File: config.mk
export PLATFORM = sky130hd
export DESIGN_NAME = puzzle_board_shuffler_flat
export DESIGN_NICKNAME = d
export VERILOG_FILES = /design/src/rtl/puzzle_board_shuffler_if.sv /design/src/rtl/puzzle_board_shuffler.sv /design/src/flat_wrapper.sv
export SDC_FILE = /design/constraint.sdc
export NUM_CORES = 1
export LEC_CHECK = 0
export BUFFER_PORTS_ARGS = -buffer_cell sky130_fd_sc_hd__buf_2
export CORE_MARGIN = 2
export CORE_UTILIZATION = 44
export DETAILED_ROUTE_END_ITERATION = 6
export PLACE_DENSITY = 0.69
export SYNTH_ARGS = -nofsm -noshare
export SYNTH_HDL_FRONTEND = slang
export SYNTH_SLANG_ARGS = --single-unit
export TNS_END_PERCENT = 100
File: constraint.sdc
create_clock -name clk -period 6.4 [get_ports clk]
set_input_delay 0.64 -clock clk [delete_from_list [all_inputs] [get_ports clk]]
set_output_delay 0.64 -clock clk [all_outputs]
set_load 0.02 [all_outputs]
File: src/rtl/puzzle_board_shuffler_if.sv
// Row-bus interface between the board shuffler and its consumers.
// master: drives busy/done/r1/r2/r3/blank_pos, samples start.
interface puzzle_board_shuffler_if;
  logic        start;
  logic        busy;
  logic        done;
  logic [11:0] r1;
  logic [11:0] r2;
  logic [11:0] r3;
  logic [3:0]  blank_pos;

  modport master (
    input  start,
    output busy, done, r1, r2, r3, blank_pos
  );

  modport slave (
    output start,
    input  busy, done, r1, r2, r3, blank_pos
  );
endinterface

File: src/rtl/puzzle_board_shuffler.sv
// 3x3 sliding-puzzle shuffler: random legal blank moves from solved.
// Ports: clk, rst_n (async low), bus (master: start in; busy, done,
// r1/r2/r3 rows, blank_pos out). Optional SHUFFLE_NO_UNDO_EN macro
// rejects a move that reverses the previous accepted one.
module puzzle_board_shuffler #(
  parameter int          NUM_MOVES = 32,
  parameter logic [15:0] LFSR_SEED = 16'hACE1
) (
  input  logic                    clk,
  input  logic                    rst_n,
  puzzle_board_shuffler_if.master bus
);

  typedef enum logic [1:0] {
    S_IDLE,
    S_LOAD,
    S_SHUF,
    S_DONE
  } state_t;

  localparam logic [7:0]  NM     = 8'(NUM_MOVES);
  localparam logic [35:0] SOLVED = 36'h123456780;

  state_t           state_q;
  logic [15:0]      lfsr_q;
  logic [15:0]      lfsr_d;
  logic [0:8][3:0]  board_q;
  logic [3:0]       blank_q;
  logic [7:0]       cnt_q;
  logic             busy_q;
  logic             done_q;

  logic [1:0]       dir;
  logic [1:0]       row;
  logic [1:0]       col;
  logic             legal;
  logic             undo;
  logic             accept;
  logic [3:0]       nb;

`ifdef SHUFFLE_NO_UNDO_EN
  // bit 2 marks a valid previous direction
  logic [2:0]       prev_q;
`endif

  // Fibonacci x^16+x^14+x^13+x^11+1, right shift
  assign lfsr_d = {lfsr_q[0] ^ lfsr_q[2] ^ lfsr_q[3] ^ lfsr_q[5],
                   lfsr_q[15:1]};

  always_comb begin
    dir = lfsr_q[1:0];
    case (blank_q)
      4'd0:    {row, col} = 4'h0;
      4'd1:    {row, col} = 4'h1;
      4'd2:    {row, col} = 4'h2;
      4'd3:    {row, col} = 4'h4;
      4'd4:    {row, col} = 4'h5;
      4'd5:    {row, col} = 4'h6;
      4'd6:    {row, col} = 4'h8;
      4'd7:    {row, col} = 4'h9;
      default: {row, col} = 4'hA;
    endcase
    legal = 1'b0;
    nb    = blank_q;
    unique case (dir)
      2'b00: begin
        legal = (row != 2'd0);
        nb    = blank_q - 4'd3;
      end
      2'b01: begin
        legal = (row != 2'd2);
        nb    = blank_q + 4'd3;
      end
      2'b10: begin
        legal = (col != 2'd0);
        nb    = blank_q - 4'd1;
      end
      2'b11: begin
        legal = (col != 2'd2);
        nb    = blank_q + 4'd1;
      end
    endcase
`ifdef SHUFFLE_NO_UNDO_EN
    // reverse pairs differ only in bit 0
    undo = prev_q[2] && (prev_q[1:0] == (dir ^ 2'b01));
`else
    undo = 1'b0;
`endif
    accept = legal && !undo;
  end

  always_ff @(posedge clk or negedge rst_n) begin
    if (!rst_n) begin
      state_q <= S_IDLE;
      lfsr_q  <= LFSR_SEED;
      board_q <= SOLVED;
      blank_q <= 4'd8;
      cnt_q   <= 8'd0;
      busy_q  <= 1'b0;
      done_q  <= 1'b0;
`ifdef SHUFFLE_NO_UNDO_EN
      prev_q  <= 3'b000;
`endif
    end else begin
      lfsr_q <= lfsr_d;
      done_q <= 1'b0;
      unique case (state_q)
        S_IDLE: begin
          if (bus.start) begin
            state_q <= S_LOAD;
            busy_q  <= 1'b1;
          end
        end
        S_LOAD: begin
          board_q <= SOLVED;
          blank_q <= 4'd8;
          cnt_q   <= 8'd0;
`ifdef SHUFFLE_NO_UNDO_EN
          prev_q  <= 3'b000;
`endif
          state_q <= S_SHUF;
        end
        S_SHUF: begin
          if (cnt_q == NM) begin
            state_q <= S_DONE;
            busy_q  <= 1'b0;
            done_q  <= 1'b1;
          end else if (accept) begin
            board_q[blank_q] <= board_q[nb];
            board_q[nb]      <= 4'h0;
            blank_q          <= nb;
            cnt_q            <= cnt_q + 8'd1;
`ifdef SHUFFLE_NO_UNDO_EN
            prev_q           <= {1'b1, dir};
`endif
          end
        end
        S_DONE: begin
          state_q <= S_IDLE;
        end
      endcase
    end
  end

  assign bus.busy      = busy_q;
  assign bus.done      = done_q;
  assign bus.r1        = {board_q[0], board_q[1], board_q[2]};
  assign bus.r2        = {board_q[3], board_q[4], board_q[5]};
  assign bus.r3        = {board_q[6], board_q[7], board_q[8]};
  assign bus.blank_pos = blank_q;

endmodule

File: src/flat_wrapper.sv
// flat-port wrapper written by rule: the top's interface ports become plain ports
module puzzle_board_shuffler_flat 
#(
  parameter int          NUM_MOVES = 32,
  parameter logic [15:0] LFSR_SEED = 16'hACE1
)
  (clk, rst_n, bus_start, bus_busy, bus_done, bus_r1, bus_r2, bus_r3, bus_blank_pos);
  puzzle_board_shuffler_if bus_i ();
  input  logic clk;
  input  logic rst_n;
  input wire logic [$bits(bus_i.start)-1:0] bus_start;
  output wire logic [$bits(bus_i.busy)-1:0] bus_busy;
  output wire logic [$bits(bus_i.done)-1:0] bus_done;
  output wire logic [$bits(bus_i.r1)-1:0] bus_r1;
  output wire logic [$bits(bus_i.r2)-1:0] bus_r2;
  output wire logic [$bits(bus_i.r3)-1:0] bus_r3;
  output wire logic [$bits(bus_i.blank_pos)-1:0] bus_blank_pos;
  assign bus_i.start = bus_start;
  assign bus_busy = bus_i.busy;
  assign bus_done = bus_i.done;
  assign bus_r1 = bus_i.r1;
  assign bus_r2 = bus_i.r2;
  assign bus_r3 = bus_i.r3;
  assign bus_blank_pos = bus_i.blank_pos;
  puzzle_board_shuffler #(.NUM_MOVES(NUM_MOVES), .LFSR_SEED(LFSR_SEED)) u_core (.clk(clk), .rst_n(rst_n), .bus(bus_i));
endmodule
==> out/results.ini <==
[status]
outcome = finished clean

[setup_path]
critical_path.max_fanout = 17
worstSetupEndpointType = register
start_kind = register
cp_slowest_cell = xor2_2
cp.arrival_ps = 3880
cp_data_required_time_ps = 6650
crit_type = register to register
path_cells = inv_1 > ha_1 > fa_1 > xor2_2 > mux2i_1 > a22oi_1 > nand4_1 > and2_1 > a311oi_1
slowest_delay_ps = 800

[routing]
drt-pass1-iter-count = 5
avgViaCountPerCell = 6.23
drc = 0
wl_microns = 10300
wl_per_cell_microns = 20.2
vias = 3173
dr.first_iter.drc_count = 339
ant_nets = 0

[cts]
insertion_delay_ps = 350
clkTransAtPathRegs_ps = 80
cts-resized-gates = 0
clock_sinks = 68
cts_tree = built
htreeDepth = 3
cts_root_buffer = clkbuf_8
cts_hold_buf = 0
cts_max_path_buffers = 2
post-cts-setup-buffers = 0
cts-buffers-inserted = 9

[power_and_ir_drop]
p_sw_frac = 0.460
combPwrFrac = 0.484
p_clk_frac = 0.215
ir_drop_uv = 179
seq_power_share = 0.301
power.switching_w = 0.000857
power_leakage_nw = 1.94
powerDensity_mw_per_mm2 = 438
power.internal_w = 0.00101

[final_layout]
drive_gt1_frac = 0.260
seqCellArea_sq_mm = 0.00173
fillers = 772
layout_common_cells = dfrtp_1, buf_2, nand2_1, a22o_1, dfstp_2
layout_commonest_cell = dfrtp_1
fin_cells = 509
multiInputGateArea_sq_mm = 0.00186
final_net_count = 423
area_growth_pct = 13.4
final_cell_area_sq_mm = 0.00425
diodes = 0

[sta]
hold_slack_ps = 353
max_freq_ghz = 0.276
skew_ps = 9.06
setup_tns_ps = 0
finalCriticalPeriod_ps = 3630
hold_viol_final = 0
tightest_slew_ps = 1010
setup_ws_ps = 2770
rsz0062_at_grt = no
relSlewSlack = 0.328
period_share = 0.567
report.final.slew_viol_count = 0
setup_viol = 0

[logic_synthesis]
synthesis.instances = 357
async_reset_ff_frac = 1.00
synth.top_cell.area_share = 0.307
synth_top_cells_by_area = dfrtp_1, dfstp_2, ha_1
netlist-cell-type-count = 57
ys_warn_count = 0
syn_nets = 381
netlist_area_sq_mm = 0.00375
avgSynthCellArea_sq_um = 10.5
ys_ff_latch = 68
synth.largest_area_cell = dfrtp_1
synth-edff-count = 0
ys_seq_area_frac = 0.461
ys.flop_type = dfrtp_1

[placed_design]
dp_hpwl_microns = 7220
dpl_cell_area_sq_mm = 0.00403
port_buffers = 44
gp_congestion = 0.924
place_ws_ps = 2900
place_inst = 493

[grt]
grt_usage = 0.230
grt_pass1_vias = 2922
grt_overflow_total = 0
antenna_found_initial = 0
grt_pass1_wl_microns = 15800
grt_max_degree = 69

[floorplanning]
coreArea_sq_mm = 0.00826
fp.dieW_microns = 96.3
io_pins = 45
die_h_microns = 96.3
rows = 33
start_util = 0.454
die_area_sq_mm = 0.00928

[min_path]
hp-class = register to register

[flow_run]
drv_cap = 0

-- per-layer routing --
metal  up-vias  global-route usage  routed length (microns)
met3        37              0.0595                      824
met2       165               0.339                     4700
met1      1554               0.328                     4500
li1       1417                   -                        -
met5         -                   0                        0
met4         0              0.0786                      276
-- area by class of cell --
cell class,instances,share of cell area
clock buffer,9,0.0291
clock inverter,7,0.0235
inverter,14,0.0124
multi-input combinational,258,0.438
sequential,68,0.407
tap,105,0.0309
timing repair buffer,48,0.0589
-- kinds of logic after synthesis --
logic type,count (synthesis),synth area share
buffers and inverters,31,0.0417
flip-flops,68,0.461
multiplexers,14,0.0511
adder cells (fa/ha/maj),21,0.0721
AO/OA/AOI/OAI,106,0.207
XOR/XNOR,7,0.0184
AND/OR/NAND/NOR,110,0.149
-- cells in the mapped netlist, drive strengths merged, types with 6 or more instances --
cell type  instances
mux2i              9
nor3               7
inv               14
nor2              19
nand3             17
a21oi             12
nor2b              6
a31o               6
a22o              26
and2               6
buf               11
nand2             32
dfstp             22
ha                20
o21ai             20
a311oi            10
dfrtp             46
and3               9
clkbuf             6
a31oi              6
-- final timing paths --
path / start / to / slack (ps) / depth (start not counted)
max: u_core.lfsr_q[0] / u_core.bus.r2[1] / 2770 / 9
min: u_core.lfsr_q[9] / u_core.lfsr_q[8] / 350 / 0
max reg2reg: u_core.lfsr_q[0] / u_core.bus.r2[1] / 2770 / 9
min reg2reg: u_core.lfsr_q[9] / u_core.lfsr_q[8] / 350 / 0
max in group asynchronous: rst_n / u_core.bus.r1[10] / 5380 / 2
min in group asynchronous: rst_n / u_core.bus.busy / 490 / 2
-- state kept, by name, summed over array words and instances, names as in the netlist --
name and flops:
u_core.bus.r2 12, u_core.bus.blank_pos 4, u_core.bus.r3 12, u_core.bus.r1 12, u_core.bus.done 1, u_core.lfsr_q 16
u_core.cnt_q 8, u_core.bus.busy 1, u_core.state_q 2
-- stage by stage --
stage               total power, W   util
floorplan                  0.00121      -
global placement           0.00143  0.488
detailed placement         0.00145  0.488
CTS                        0.00185  0.515
global route               0.00197  0.515
finish                     0.00186  0.515
-- power groups by stage --
stage	clock, W	combinational (W)	sequential [W]
3_5_place_dp	0	0.000876	0.000569
6_report	0.000400	0.000902	0.000561
3_3_place_gp	0	0.000867	0.000567
4_1_cts	0.000409	0.000880	0.000561
5_1_grt	0.000426	0.000976	0.000566
2_1_floorplan	0	0.000622	0.000583
-- critical path: cells and delay by family, from the launching register on --
family / cells / cell delay, ps
simple gates: 2 / 470
flops: 1 / 580
buf+inv: 1 / 90
fa+ha+maj: 2 / 770
xor+xnor: 1 / 800
mux: 1 / 250
compound gates: 2 / 550
No activity file was read; power rests on OpenSTA's default activity.
